[src/rtl/instr_fetch_unit_if.sv]
// Fetch unit bus bundle: next-PC input, instruction memory port and decode handshake.
// The master modport is the fetch unit's view; slave is the surrounding datapath/memory.
interface instr_fetch_unit_if;
    // Next-PC resolution from the branch logic
    logic [63:0] NextPC;
    logic        NextPCValid;

    // Instruction memory request/grant/response
    logic        IMemReq;
    logic [63:0] IMemAddr;
    logic        IMemGnt;
    logic [31:0] IMemRdata;
    logic        IMemRvalid;

    // Decode handshake
    logic [31:0] Instruction;
    logic        InstrValid;
    logic        InstrReady;

    // Status
    logic [63:0] CurrentPC;
    logic        Fault;
    logic [31:0] FetchCount;

    modport master (
        input  NextPC,
        input  NextPCValid,
        output IMemReq,
        output IMemAddr,
        input  IMemGnt,
        input  IMemRdata,
        input  IMemRvalid,
        output Instruction,
        output InstrValid,
        input  InstrReady,
        output CurrentPC,
        output Fault,
        output FetchCount
    );

    modport slave (
        output NextPC,
        output NextPCValid,
        input  IMemReq,
        input  IMemAddr,
        output IMemGnt,
        output IMemRdata,
        output IMemRvalid,
        input  Instruction,
        input  InstrValid,
        output InstrReady,
        input  CurrentPC,
        input  Fault,
        input  FetchCount
    );
endinterface

[src/rtl/instr_fetch_unit.sv]
// Sequential LEGv8 fetch front end: one outstanding fetch, hands the instruction to decode,
// then waits for the resolved next PC. Misaligned targets park the unit in a sticky fault.
module instr_fetch_unit #(
    parameter logic [63:0] RESET_PC = 64'h0
) (
    input logic                   CLK,
    input logic                   resetl,
    instr_fetch_unit_if.master    bus
);

    typedef enum logic [2:0] {
        StIdle,
        StReq,
        StWait,
        StValid,
        StExec,
        StFault
    } state_e;

    state_e      state_q, state_d;
    logic [63:0] pc_q, pc_d;
    logic [31:0] instr_q, instr_d;
    logic        fault_q, fault_d;
    logic [31:0] fetch_count_q, fetch_count_d;

    // Next-state logic; inputs not relevant to the current state are ignored by construction.
    always_comb begin
        state_d       = state_q;
        pc_d          = pc_q;
        instr_d       = instr_q;
        fault_d       = fault_q;
        fetch_count_d = fetch_count_q;

        unique case (state_q)
            StIdle: begin
                state_d = StReq;
            end
            StReq: begin
                // A same-cycle response is not accepted; only the grant counts here.
                if (bus.IMemGnt) begin
                    state_d = StWait;
                end
            end
            StWait: begin
                if (bus.IMemRvalid) begin
                    instr_d = bus.IMemRdata;
                    state_d = StValid;
                end
            end
            StValid: begin
                if (bus.InstrReady) begin
                    fetch_count_d = fetch_count_q + 32'd1;
                    state_d       = StExec;
                end
            end
            StExec: begin
                if (bus.NextPCValid) begin
                    if (bus.NextPC[1:0] == 2'b00) begin
                        pc_d    = bus.NextPC;
                        state_d = StReq;
                    end else begin
                        fault_d = 1'b1;
                        state_d = StFault;
                    end
                end
            end
            StFault: begin
                state_d = StFault;
            end
            default: begin
                state_d = StIdle;
            end
        endcase
    end

    // State registers with asynchronous active-low reset.
    always_ff @(posedge CLK or negedge resetl) begin
        if (!resetl) begin
            state_q       <= StIdle;
            pc_q          <= RESET_PC;
            instr_q       <= 32'h0;
            fault_q       <= 1'b0;
            fetch_count_q <= 32'h0;
        end else begin
            state_q       <= state_d;
            pc_q          <= pc_d;
            instr_q       <= instr_d;
            fault_q       <= fault_d;
            fetch_count_q <= fetch_count_d;
        end
    end

    // Outputs decode straight from registered state, so they are glitch-free per cycle.
    always_comb begin
        bus.IMemReq     = (state_q == StReq);
        bus.InstrValid  = (state_q == StValid);
        bus.IMemAddr    = pc_q;
        bus.CurrentPC   = pc_q;
        bus.Instruction = instr_q;
        bus.Fault       = fault_q;
        bus.FetchCount  = fetch_count_q;
    end

endmodule

[src/flat_wrapper.sv]
// flat-port wrapper written by rule: the top's interface ports become plain ports
module instr_fetch_unit_flat 
#(
    parameter logic [63:0] RESET_PC = 64'h0
)
  (CLK, resetl, bus_NextPC, bus_NextPCValid, bus_IMemReq, bus_IMemAddr, bus_IMemGnt, bus_IMemRdata, bus_IMemRvalid, bus_Instruction, bus_InstrValid, bus_InstrReady, bus_CurrentPC, bus_Fault, bus_FetchCount);
  instr_fetch_unit_if bus_i ();
  input logic CLK;
  input logic resetl;
  input wire logic [$bits(bus_i.NextPC)-1:0] bus_NextPC;
  input wire logic [$bits(bus_i.NextPCValid)-1:0] bus_NextPCValid;
  output wire logic [$bits(bus_i.IMemReq)-1:0] bus_IMemReq;
  output wire logic [$bits(bus_i.IMemAddr)-1:0] bus_IMemAddr;
  input wire logic [$bits(bus_i.IMemGnt)-1:0] bus_IMemGnt;
  input wire logic [$bits(bus_i.IMemRdata)-1:0] bus_IMemRdata;
  input wire logic [$bits(bus_i.IMemRvalid)-1:0] bus_IMemRvalid;
  output wire logic [$bits(bus_i.Instruction)-1:0] bus_Instruction;
  output wire logic [$bits(bus_i.InstrValid)-1:0] bus_InstrValid;
  input wire logic [$bits(bus_i.InstrReady)-1:0] bus_InstrReady;
  output wire logic [$bits(bus_i.CurrentPC)-1:0] bus_CurrentPC;
  output wire logic [$bits(bus_i.Fault)-1:0] bus_Fault;
  output wire logic [$bits(bus_i.FetchCount)-1:0] bus_FetchCount;
  assign bus_i.NextPC = bus_NextPC;
  assign bus_i.NextPCValid = bus_NextPCValid;
  assign bus_IMemReq = bus_i.IMemReq;
  assign bus_IMemAddr = bus_i.IMemAddr;
  assign bus_i.IMemGnt = bus_IMemGnt;
  assign bus_i.IMemRdata = bus_IMemRdata;
  assign bus_i.IMemRvalid = bus_IMemRvalid;
  assign bus_Instruction = bus_i.Instruction;
  assign bus_InstrValid = bus_i.InstrValid;
  assign bus_i.InstrReady = bus_InstrReady;
  assign bus_CurrentPC = bus_i.CurrentPC;
  assign bus_Fault = bus_i.Fault;
  assign bus_FetchCount = bus_i.FetchCount;
  instr_fetch_unit #(.RESET_PC(RESET_PC)) u_core (.CLK(CLK), .resetl(resetl), .bus(bus_i));
endmodule
[config.mk]
export PLATFORM = sky130hd
export DESIGN_NAME = instr_fetch_unit_flat
export DESIGN_NICKNAME = d
export VERILOG_FILES = /design/src/rtl/instr_fetch_unit_if.sv /design/src/rtl/instr_fetch_unit.sv /design/src/flat_wrapper.sv
export SDC_FILE = /design/constraint.sdc
export NUM_CORES = 1
export LEC_CHECK = 0
export BUFFER_PORTS_ARGS = -buffer_cell sky130_fd_sc_hd__buf_4
export CORE_ASPECT_RATIO = 0.9
export CORE_UTILIZATION = 35
export CTS_BUF_LIST = sky130_fd_sc_hd__clkbuf_8 sky130_fd_sc_hd__clkbuf_16
export CTS_CLUSTER_SIZE = 10
export DETAILED_ROUTE_END_ITERATION = 8
export HOLD_SLACK_MARGIN = 0.05
export SLEW_MARGIN = 15
export SYNTH_ARGS = -nofsm -noshare
export SYNTH_HDL_FRONTEND = slang
export SYNTH_SLANG_ARGS = --single-unit
export TNS_END_PERCENT = 50
[constraint.sdc]
create_clock -name CLK -period 2 [get_ports CLK]
set_clock_uncertainty 0.15 [all_clocks]
set_input_delay 0.5 -clock CLK [delete_from_list [all_inputs] [get_ports CLK]]
set_output_delay 0.5 -clock CLK [all_outputs]
set_load 0.01 [all_outputs]
Word-level counts from Yosys, hierarchy flattened. Cells that the tools add are included.

Output and inout port bits: 195. Word-level logic and storage cells: 29. Register bits after elaboration: 132.

Muxes and demuxes: 6. $add $sub $neg: 1. Reduce and logical (&&, ||, !) cells: 7. Bitwise gates (word level): 1. Eq/ne operators: 9.

Operators by type and width (number): 32-bit by 1-bit adder with 32-bit output, second input constant (1); 3-bit one-hot mux with 6 select lines (1); 3-bit two-way mux (5); 3-bit by 2-bit == test with 1-bit output, second input constant (2); 3-bit == test, second input constant (2); 3-bit AND reduction (2); 2-bit by 1-bit inequality test with 1-bit output, second input constant (2); 2-bit inequality test, second input constant (2); 2-bit AND reduction (2); 4-bit AND reduction (1); 3-bit by 1-bit == test with 1-bit output, second input constant (1); 3-bit logical NOT (1); 2-bit logical NOT (1); 1-bit NOT (1).

Depth between registers and ports, before layout. Gate-level depths: netlist of run 1.

Word-level depth: 4. Depth in mapped cells: 6. Depth with buffers taken out: 5.

Worst setup path before layout of run 1. No wires, ideal clock.

Path type: register -> register. From: register u_core.state_q[0]. To: register u_core.instr_q[10] (netlist: u_core.bus.Instruction[10]). Data required time: 1.725 ns. Library setup time: 0.125 ns. Slack: 0.251 ns. Clock period less this slack: 1.749 ns. Arrival time: 1.474 ns. Cell stages (with the launch flop): 6. Cell sequence: dfrtp_1 -> buf_2 -> nor4bb_1 -> clkbuf_1 -> buf_4 -> mux2_2.

Longest elaborated chain between the ends: 2.

RTL lines: start, declared (line instr_fetch_unit.sv:20) `state_e state_q, state_d;`; start signal, assigned (line instr_fetch_unit.sv:79) `state_q <= StIdle;`; start signal, assigned (line instr_fetch_unit.sv:85) `state_q <= state_d;`; 3-bit by 2-bit == test with 1-bit output (line instr_fetch_unit.sv:34) `unique case (state_q)`; 2-bit AND reduction (no line); end signal, assigned (line instr_fetch_unit.sv:87) `instr_q <= instr_d;`; end, declared (line instr_fetch_unit.sv:22) `logic [31:0] instr_q, instr_d;`.

No other way between the ends. A chain may end at the register's enable or synchronous reset.

Final worst setup path of run 1.
From: register u_core.state_q[2]. To: output port bus_InstrValid.

Longest elaborated chain between the ends: 1.

RTL lines: 3-bit by 2-bit == test with 1-bit output (line instr_fetch_unit.sv:96) `bus.InstrValid = (state_q == StValid);`; end, declared (line flat_wrapper.sv:18) `output wire logic [$bits(bus_i.InstrValid)-1:0] bus_InstrValid;`.

No other way between the ends.

==> results_dict.tcl, run 1 <==
set metrics [dict create \
    crit_path_max_fanout 9 \
    ir_worst_vdd_v 0.000858 \
    port-buffer-count 296 \
    yosysWarnings 0 \
    top_level_ports 297 \
    final_hold_viol_count 0 \
    grt.total_usage_pct 17.4 \
    launch_instance_of_the_worst_register_to_register_path "u_core.state_q[2]" \
    die_height_um 124 \
    cp-endpoint "bus_InstrValid" \
    path_class "flop to primary output" \
    postSynthNetCount 537 \
    floorplan.initialDensity_pct 35.9 \
    r2r_end "u_core.bus.FetchCount[30]" \
    worst_setup_path_startpoint "u_core.state_q[2]" \
    grt_first_pass_wirelength_um 21900 \
    fp-row-count 44 \
    netlist_instances 434 \
    cts_buffers 17 \
    tritoncts_clock_tree "done" \
    global_route.overflow_total 0 \
    total_instance_count_after_detailed_placement 866 \
    timing.hold.worst.class "input pin to flop" \
    antennaDiodeCount 0 \
    cts_max_path_buffers 2 \
    tns_ns 0 \
    r2r.worst_path.cells 5 \
    whs_ns 0.147 \
    synth-seq-area-share_pct 56.9 \
    critical_path.startpoint_type "flop" \
    final_period_minus_worst_setup_slack_ns 1.93 \
    status "finished, final reports clean" \
    cap_viol_max_count 0 \
    slew_violations 0 \
    power.leakage_uw 0.00438 \
    reg2reg_slack_ns 0.23 \
    wl_per_cell_um 16.4 \
    routed-via-count 4162 \
    cts_htree_levels 4 \
    dieWidth_um 138 \
    finalNonFillerCells 899 \
    tightest_slew_ns 0.329 \
    num-nets-final 782 \
    layout.cell_area.non_filler_um2 8450 \
    synth.avg_cell_area_um2 13.4 \
    synth-edff-count 0 \
    placedInstanceArea_um2 7850 \
    synthDistinctLibCells 36 \
    rsz0062_at_grt "no" \
    clk_latency_ns 0.41 \
    grt_pass1_vias 4180 \
    register_area_um2 3310 \
    dpl.hpwl_um 11200 \
    setup_viol_count_final 0 \
    cp.arrival_ns 1.28 \
    drt_pass1_iterations 4 \
    areaGrowthSynthToFinish_pct 45.5 \
    cts_sinks 132 \
    worst_ep_required_time_ns 1.35 \
    ratio_of_total_power_to_cell_area_nw_per_um2 1200 \
    slew_headroom_pct 78.1 \
    cts_root_buffer "sky130_fd_sc_hd__clkbuf_16" \
    core-area_um2 16200 \
    multi_input_comb_area_um2 1930 \
    achievable_clock_frequency_mhz 518 \
    syn_area_um2 5810 \
    vias_per_cell 4.63 \
    synth-seq-cells 132 \
    clk_transition_reported_paths_ns 0.06 \
    finalWeightedCongestion 0.759 \
    postRouteWirelength_um 14800 \
    ys_dominant_reg_cell "sky130_fd_sc_hd__dfrtp_1" \
    endpoint_kind "primary output" \
    number_of_antenna_violations_at_the_first_check_in_global_routing 0 \
    synth-async-reset-ratio_pct 100 \
    die-area_um2 17100 \
    layout-drive-gt1-share_pct 62.7 \
    drt.antenna.violating_nets 0 \
    route.detailed.drc 0 \
    num-fill-cells 1444 \
    dr.first_iter.drc_count 94 \
    pin_count_of_the_biggest_net_entering_global_routing 60 \
    period_share_pct 96.6 \
]
repair_timing:
item	CTS	global route
hold buffers	1	0
gates resized for setup	3	1
setup buffers	0	0
endpoints found under the hold margin	25	0
endpoints found under the setup margin	2	1
kinds of logic (layout without fill, tap and decap cells):
| logic type | count (synthesis) | in the layout | share of synthesized area [%] |
|---|---|---|---|
| multiplexers | 94 | 94 | 18.2 |
| adder cells (fa/ha/maj) | 1 | 1 | 0.215 |
| AND/OR/NAND/NOR | 87 | 87 | 9.18 |
| AO/OA/AOI/OAI | 5 | 5 | 0.582 |
| XOR/XNOR | 31 | 31 | 4.68 |
| flip-flops | 132 | 132 | 56.9 |
| buffers and inverters | 84 | 342 | 10.2 |
flip-flops by register name, indices dropped and copies added (netlist names):
signal                  cells
u_core.bus.Fault            1
u_core.bus.FetchCount      32
u_core.state_q              3
u_core.bus.CurrentPC       64
u_core.bus.Instruction     32
metal layers:
layer / GRT usage (%) / share of wire [%] / up-vias / wire length [um]
met2: 31.6 / 55 / 150 / 8080
met4: 7.68 / 1.8 / 0 / 267
met3: 4.07 / 6.0 / 21 / 893
met5: 0 / 0 / - / 0
li1: - / - / 1924 / -
met1: 19.3 / 37 / 2067 / 5530
final cells by class:
cell class              instances  area share (%)
well taps                     207            3.07
repair buffers                307            28.0
multi-input cells             218            22.8
clock inverters                14            1.64
clock buffers                  18            5.20
flip-flops and latches        132            39.1
inverters                       3           0.133
cell usage in the layout, fill, tap and decap left out, types with 5 or more instances in the layout:
| cell | n |
|---|---|
| sky130_fd_sc_hd__mux2_2 | 86 |
| sky130_fd_sc_hd__dfrtp_1 | 130 |
| sky130_fd_sc_hd__xnor2_1 | 28 |
| sky130_fd_sc_hd__nand4_1 | 17 |
| sky130_fd_sc_hd__nand3_1 | 10 |
| sky130_fd_sc_hd__clkbuf_16 | 17 |
| sky130_fd_sc_hd__mux2_1 | 8 |
| sky130_fd_sc_hd__clkinv_2 | 5 |
| sky130_fd_sc_hd__nor2_1 | 11 |
| sky130_fd_sc_hd__buf_4 | 300 |
| sky130_fd_sc_hd__nand2_1 | 21 |
cells in the mapped netlist (4+ instances only):
master | count | area [um2]
sky130_fd_sc_hd__nand2_1 | 21 | 78.8
sky130_fd_sc_hd__nor2_1 | 11 | 41.3
sky130_fd_sc_hd__nand4_1 | 17 | 106
sky130_fd_sc_hd__dfrtp_1 | 132 | 3300
sky130_fd_sc_hd__nor3_1 | 4 | 20.0
sky130_fd_sc_hd__xnor2_1 | 28 | 245
sky130_fd_sc_hd__buf_4 | 69 | 518
sky130_fd_sc_hd__and3_1 | 4 | 25.0
sky130_fd_sc_hd__nand3_1 | 10 | 50.1
sky130_fd_sc_hd__mux2_1 | 8 | 90.1
sky130_fd_sc_hd__mux2_2 | 86 | 968
sky130_fd_sc_hd__buf_2 | 8 | 40.0
stage by stage:
stage               worst slack (ns)  utilization (%)  power [uW]
floorplan                      0.251                -        5590
global placement               0.132             48.5        7120
detailed placement            0.0953             48.5        7210
CTS                           0.0428             52.2       10300
global route                 0.00590             52.2       10700
finish                        0.0683             52.2       10200
worst max-delay path, stage by stage, from the launching register on:
cell and delay [ns]:
sky130_fd_sc_hd__dfrtp_2 0.48, sky130_fd_sc_hd__nand3b_4 0.21, sky130_fd_sc_hd__inv_1 0.07, sky130_fd_sc_hd__buf_4 0.11
power breakdown:
part,internal (uW),switching (uW)
Combinational,1910,1290
Clock,1860,1170
Sequential,3360,564
how the worst min path moves through the flow:
stage	startpoint	endpoint	slack (ns)	cells past startpoint
6_report	bus_NextPC[20]	u_core.bus.CurrentPC[20]	0.15	2
3_3_place_gp	resetl	u_core.bus.Instruction[26]	0.24	1
2_1_floorplan	resetl	u_core.bus.CurrentPC[0]	0.05	0
4_1_cts	bus_NextPC[20]	u_core.bus.CurrentPC[20]	0.13	2
3_5_place_dp	resetl	u_core.bus.Instruction[24]	0.24	1
5_1_grt	bus_NextPC[20]	u_core.bus.CurrentPC[20]	0.13	2
Power figures use the tool's default switching activity.
==> run 2, diff against run 1 <==
Settings changed: ABC_AREA from default to 1.
==> run 2 against run 1 <==
  * Synthesized cell count rose by 53%
  * Sequential share of layout area decreased by 1.7 points
  * Clock-buffer cell count increased by 2
  * Final cell count is 30% higher
  * Register-to-register slack gained 0.02 ns
  * Critical path depth is 1 lower
  * Global-route usage up 2.5 points
  * Power decreased by 42%
  * Clock power hardly changed
  * Worst hold slack worse by 0.021 ns
  * Critical endpoint is now bus_IMemReq
  * Largest power group is now the clock network
==> results_dict.tcl, run 2 <==
set metrics [dict create \
    status "finished, final reports clean" \
    setup_ws_ns 0.0462 \
    wl_per_cell_um 15.0 \
    clk_transition_reported_paths_ns 0.06 \
    fp-row-count 45 \
    largest_reg_flops 64 \
    cts_sinks 132 \
    synth_area_leaders "sky130_fd_sc_hd__dfrtp_1, sky130_fd_sc_hd__nand2_1, sky130_fd_sc_hd__buf_4, sky130_fd_sc_hd__mux2_2, sky130_fd_sc_hd__nor2_1" \
    worst_ep_required_time_ns 1.35 \
    port-buffer-count 296 \
    finalWeightedCongestion 0.817 \
    clk_latency_ns 0.41 \
    grt.total_usage_pct 19.8 \
    synth-async-reset-ratio_pct 100 \
    netlist_instances 665 \
    synth.avg_cell_area_um2 9.17 \
    tightest_slew_ns 0.551 \
    synth-seq-area-share_pct 54.2 \
    grt_first_pass_wirelength_um 26900 \
    post-synth-top-count-cell "sky130_fd_sc_hd__nand2_1" \
    num-nets-final 1020 \
    critical_path.startpoint_type "flop" \
    global_route.overflow_total 0 \
    final_hold_viol_count 0 \
    routed-via-count 5159 \
    grt_pass1_vias 4917 \
    layout_commonest_cell "sky130_fd_sc_hd__buf_4" \
    post_synth_xor_area_fraction_pct 3.02 \
    layout-drive-gt1-share_pct 42.3 \
    tritoncts_clock_tree "done" \
    areaGrowthSynthToFinish_pct 44.8 \
    synth.cells.most_frequent "sky130_fd_sc_hd__nand2_1, sky130_fd_sc_hd__dfrtp_1, sky130_fd_sc_hd__buf_4, sky130_fd_sc_hd__nor2_1, sky130_fd_sc_hd__inv_1" \
    endpoint_kind "primary output" \
    layout.cell_area.non_filler_um2 8830 \
    setup_viol_count_final 0 \
    synth_top_family_by_area "simple AND/OR/NAND/NOR gates" \
    cap_viol_max_count 0 \
    placedInstanceArea_um2 8210 \
    synthDominantCellAreaShare_pct 54.2 \
    layout.cells.most_common_list "sky130_fd_sc_hd__buf_4, sky130_fd_sc_hd__nand2_1, sky130_fd_sc_hd__dfrtp_1" \
    num-fill-cells 1621 \
    place_ws_ns 0.189 \
    route.detailed.drc 0 \
    drt.antenna.violating_nets 0 \
    ratio_of_total_power_to_cell_area_nw_per_um2 667 \
    cts_htree_levels 4 \
    yosysWarnings 0 \
    crit_path_max_fanout 7 \
    synth-simple-area-share_pct 24.2 \
    achievable_clock_frequency_mhz 512 \
    postSynthNetCount 768 \
    top_level_ports 297 \
    drt_pass1_iterations 5 \
    synth-edff-count 0 \
    cts_root_buffer "sky130_fd_sc_hd__clkbuf_16" \
    yosys.area_share.adder_pct 0.205 \
    power.leakage_uw 0.00499 \
    ys_dominant_reg_cell "sky130_fd_sc_hd__dfrtp_1" \
    postRouteWirelength_um 17500 \
    cts_max_path_buffers 2 \
    antennaDiodeCount 0 \
    core-area_um2 16900 \
    final_period_minus_worst_setup_slack_ns 1.95 \
    syn_area_um2 6100 \
    period_share_pct 97.7 \
    synth-seq-cells 132 \
    vias_per_cell 4.43 \
    die_height_um 127 \
    cp.arrival_ns 1.30 \
    path_class "flop to primary output" \
    ir_worst_vdd_v 0.000516 \
    cts_buffers 17 \
    synth_area_leader "sky130_fd_sc_hd__dfrtp_1" \
    dr.first_iter.drc_count 269 \
    muxShareOfSynthArea_pct 5.91 \
    rsz0062_at_grt "yes" \
    whs_ns 0.126 \
    slew_headroom_pct 63.3 \
    timing.hold.worst.class "input pin to flop" \
    report.power.total_uw 5890 \
    synthDistinctLibCells 27 \
    register_area_um2 3310 \
    dpl.hpwl_um 13300 \
    die-area_um2 17900 \
    pin_count_of_the_biggest_net_entering_global_routing 53 \
    multi_input_comb_area_um2 2090 \
    slew_violations 0 \
    number_of_antenna_violations_at_the_first_check_in_global_routing 0 \
    floorplan.initialDensity_pct 36.0 \
    dieWidth_um 141 \
    postLayoutCoreUtil_pct 52.1 \
    synth_compound_area_share_pct 0.698 \
]
[run 2: cell count changes in the layout (fill, tap and decap cells not counted), sizes merged, moves of 4 or more]
cell | before | now
nand2 | 21 | 267
buf | 306 | 312
clkinv | 9 | 2
xnor2 | 28 | 10
mux2 | 94 | 32
nor2 | 11 | 45
nor3 | 4 | 9
nand4 | 18 | 13
xor2 | 3 | 11
and3 | 4 | 0
nand3 | 11 | 17
inv | 4 | 40
[run 2: kinds of logic after synthesis]
group	count (synthesis)
DFF	132
muxes	32
xor gates and xnor gates	21
buffers and inverters	116
AOI/OAI and AO/OA	7
adders and majority gates	1
and+or+nand+nor	356
[run 2: final timing paths]
check	startpoint	to	slack [ns]	cells after the start
worst min register to register	u_core.bus.Instruction[8]	u_core.bus.Instruction[8]	0.34	1
max in group asynchronous	resetl	u_core.bus.CurrentPC[62]	0.75	3
worst min-delay path	bus_NextPC[10]	u_core.bus.CurrentPC[10]	0.13	3
worst max-delay path	u_core.state_q[1]	bus_IMemReq	0.05	2
worst max register to register	u_core.bus.FetchCount[1]	u_core.bus.FetchCount[20]	0.25	8
min in group asynchronous	resetl	u_core.bus.FetchCount[22]	0.40	2
[run 2: stage by stage]
stage               setup TNS (ns)  cells
global placement                 0   1129
global route               -0.0161   1165
detailed placement               0   1129
CTS                              0   1162
floorplan                        0    665
finish                           0   1165
[run 2: metal layers]
| layer | vias to the layer above | wire, um | part of all wire [%] | track usage (%) |
|---|---|---|---|---|
| li1 | 2523 | - | - | - |
| met1 | 2481 | 7400 | 42 | 24.6 |
| met2 | 150 | 9200 | 53 | 34.4 |
| met3 | 5 | 809 | 4.6 | 5.10 |
| met4 | 0 | 54 | 0.31 | 4.92 |
| met5 | - | 0 | 0 | 0 |
[run 2: repair_timing]
action	4_1_cts	5_1_grt
hold endpoints to repair	32	0
buffers inserted	0	3
setup endpoints to repair	1	2
hold buffers	1	0
resized for setup	3	2
[run 2: where the power goes]
group          switching [uW]  internal, uW  leakage (uW)
logic                    86.5           140       0.00292
registers                   0          2670       0.00180
clock network            1180          1810      0.000274
[run 2: cell type report]
type | instances | area share (%)
timing repair buffer | 313 | 27.5
inverter | 36 | 1.53
clock buffer | 20 | 5.29
clock inverter | 12 | 1.20
sequential | 132 | 37.5
multi-input combinational | 417 | 23.6
tap | 235 | 3.33
[run 2: critical path, stage by stage (launching register included)]
cell                      delay (ns)
sky130_fd_sc_hd__dfrtp_2        0.48
sky130_fd_sc_hd__nor3_2         0.24
sky130_fd_sc_hd__buf_4          0.17
==> run 3, diff against run 2 <==
Settings changed: PLACE_DENSITY from default to 0.66.
Clock period 2 ns to 1.75 ns, I/O delays scaled along.
==> run 3 against run 2 <==
  * The run now ends with negative setup slack left
  * Power rose by 12%
  * Register-to-register slack got worse by 0.25 ns
  * Clock-buffer cell count fell by 2
  * Clock power rose by 9.0%
  * Critical path type unchanged
  * Critical endpoint unchanged
  * Largest cell class unchanged
  * Largest power group unchanged
==> results_dict.tcl, run 3 (synthesis gave the netlist of run 2 again) <==
set metrics [dict create \
    grt.total_usage_pct 18.8 \
    dieWidth_um 141 \
    timing.hold.worst.class "input pin to flop" \
    crit_path_max_fanout 2 \
    slew_violations 0 \
    layout_commonest_cell "sky130_fd_sc_hd__buf_4" \
    r2r_end "u_core.bus.CurrentPC[39]" \
    drt.antenna.violating_nets 0 \
    power.net_switching_uw 1520 \
    cp.arrival_ns 1.26 \
    cap_viol_max_count 0 \
    postLayoutCoreUtil_pct 56.3 \
    achievable_clock_frequency_mhz 542 \
    layout-drive-gt1-share_pct 45.7 \
    top_level_ports 297 \
    ir_worst_vdd_v 0.000630 \
    route.detailed.drc 0 \
    power.leakage_uw 0.00534 \
    holdPathStages 3 \
    postRouteWirelength_um 18200 \
    critical_path.cell_chain "buf_6 > inv_4 > nor3_4 > buf_6" \
    clk_latency_ns 0.41 \
    number_of_antenna_violations_at_the_first_check_in_global_routing 0 \
    floorplan.initialDensity_pct 36.0 \
    rsz0062_at_grt "yes" \
    die_height_um 127 \
    die-area_um2 17900 \
    cts_root_buffer "sky130_fd_sc_hd__clkbuf_16" \
    critical_path.startpoint_type "flop" \
    timing.critical_path.slowest_stage_cell "sky130_fd_sc_hd__dfrtp_2" \
    pin_count_of_the_biggest_net_entering_global_routing 63 \
    path_class "flop to primary output" \
    hold_start "bus_NextPC[28]" \
    tritoncts_clock_tree "done" \
    layout.cells.most_common_list "sky130_fd_sc_hd__buf_4, sky130_fd_sc_hd__nand2_1, sky130_fd_sc_hd__dfrtp_1" \
    areaGrowthSynthToFinish_pct 56.6 \
    grt_pass1_vias 5148 \
    clk_transition_reported_paths_ns 0.06 \
    dpl.hpwl_um 12200 \
    cts_buffers 17 \
    violations "negative setup slack" \
    power_frac_clock_pct 49.4 \
    ratio_of_total_power_to_cell_area_nw_per_um2 692 \
    tightest_slew_ns 0.357 \
    vias_per_cell 4.47 \
    wl_per_cell_um 14.9 \
    cpLargestDelayFamily "flip-flops" \
    reg2reg_slack_ns 0 \
    status "finished with violations" \
    switching_power_as_a_share_of_total_power_pct 22.9 \
    endpoint_kind "primary output" \
    drt_pass1_iterations 5 \
    port-buffer-count 296 \
    final_period_minus_worst_setup_slack_ns 1.84 \
    path_common_cell "sky130_fd_sc_hd__buf_6" \
    power.combinational.fraction_pct 4.4 \
    grt_first_pass_wirelength_um 26200 \
    finalWeightedCongestion 0.855 \
    internal_power_of_the_cells_uw 5090 \
    cts_htree_levels 4 \
    setup_viol_count_final 3 \
    cts_max_path_buffers 2 \
    global_route.overflow_total 0 \
    critical_path.n_buffers_inverters 3 \
    r2r.worst_path.cells 9 \
    setup_ws_ns -0.0942 \
    period_share_pct 105 \
    dr.first_iter.drc_count 234 \
    launch_instance_of_the_worst_register_to_register_path "u_core.state_q[1]" \
    cts_sinks 132 \
    num-nets-final 1079 \
    whs_ns 0.0680 \
    antennaDiodeCount 0 \
    min_to "u_core.bus.CurrentPC[28]" \
    routed-via-count 5472 \
    final_hold_viol_count 0 \
    seq_power_share_pct 46.2 \
    slew_headroom_pct 76.0 \
    cp_slowest_stage_delay_ns 0.36 \
    core-area_um2 16900 \
    worst_ep_required_time_ns 1.16 \
    largest_reg_flops 64 \
    fp-row-count 45 \
]
run 3: routing by layer:
layer  vias up  GRT usage, %  part of all wire (%)  routed length, um
met2       212          32.6                    51               9330
met3        18          5.47                   6.7               1220
met1      2597          23.1                    41               7460
met5         -             0                     0                  0
li1       2645             -                     -                  -
met4         0          4.48                   1.2                224
run 3: power by group through the flow:
| stage | combinational [uW] | clock (uW) | sequential, uW |
|---|---|---|---|
| final | 288 | 3260 | 3050 |
| after global routing | 317 | 3470 | 3050 |
| after CTS | 294 | 3340 | 3050 |
| after detailed placement | 258 | 0 | 3110 |
| after global placement | 255 | 0 | 3110 |
| after floorplan | 3.60 | 0 | 3110 |
run 3: layout make-up:
type / count / area [um2]
clock buffer: 18 / 439
clock inverter: 14 / 104
fill: 1532 / 7400
inverter: 36 / 150
multi-input combinational: 417 / 2170
sequential: 132 / 3310
tap: 235 / 294
timing repair buffer: 372 / 3070
run 3: how the worst max path moves through the flow:
stage | from | endpoint | slack (ns) | depth (start not counted)
final | u_core.state_q[0] | bus_IMemReq | -0.09 | 4
after global routing | u_core.state_q[0] | bus_IMemReq | -0.17 | 4
after CTS | u_core.state_q[0] | bus_IMemReq | -0.11 | 4
after detailed placement | bus_InstrReady | u_core.bus.FetchCount[27] | 0.06 | 7
after global placement | bus_InstrReady | u_core.bus.FetchCount[27] | 0.09 | 7
after floorplan | u_core.bus.FetchCount[1] | u_core.bus.FetchCount[14] | 0.13 | 7
run 3: worst register-to-register path, cell delays in order (launching register included):
cell and delay (ns):
sky130_fd_sc_hd__dfrtp_2 0.45, sky130_fd_sc_hd__buf_4 0.16, sky130_fd_sc_hd__inv_2 0.05, sky130_fd_sc_hd__nand2_2 0.06, sky130_fd_sc_hd__nor2_4 0.15, sky130_fd_sc_hd__nand3_4 0.16, sky130_fd_sc_hd__buf_12 0.19, sky130_fd_sc_hd__clkbuf_16 0.17
sky130_fd_sc_hd__nand2_1 0.06, sky130_fd_sc_hd__nand2_1 0.05
run 3: stage by stage:
stage | cells | setup WS, ns | total power [uW] | TNS [ns] | cell area (um2)
2_1_floorplan | 665 | 0.134 | 3110 | 0 | 6100
5_1_grt | 1224 | -0.168 | 6840 | -2.75 | 9540
4_1_cts | 1198 | -0.108 | 6690 | -0.185 | 9110
6_report | 1224 | -0.0942 | 6610 | -0.149 | 9540
3_3_place_gp | 1141 | 0.0934 | 3360 | 0 | 8280
3_5_place_dp | 1141 | 0.0630 | 3370 | 0 | 8280
run 3: repair_timing:
item / in CTS / in global routing
resized for setup: 14 / 33
hold buffers: 19 / 0
endpoints found under the hold margin: 74 / 0
cloned: 0 / 10
setup buffers: 6 / 16
pin swaps: 1 / 6
endpoints found under the setup margin: 2 / 83
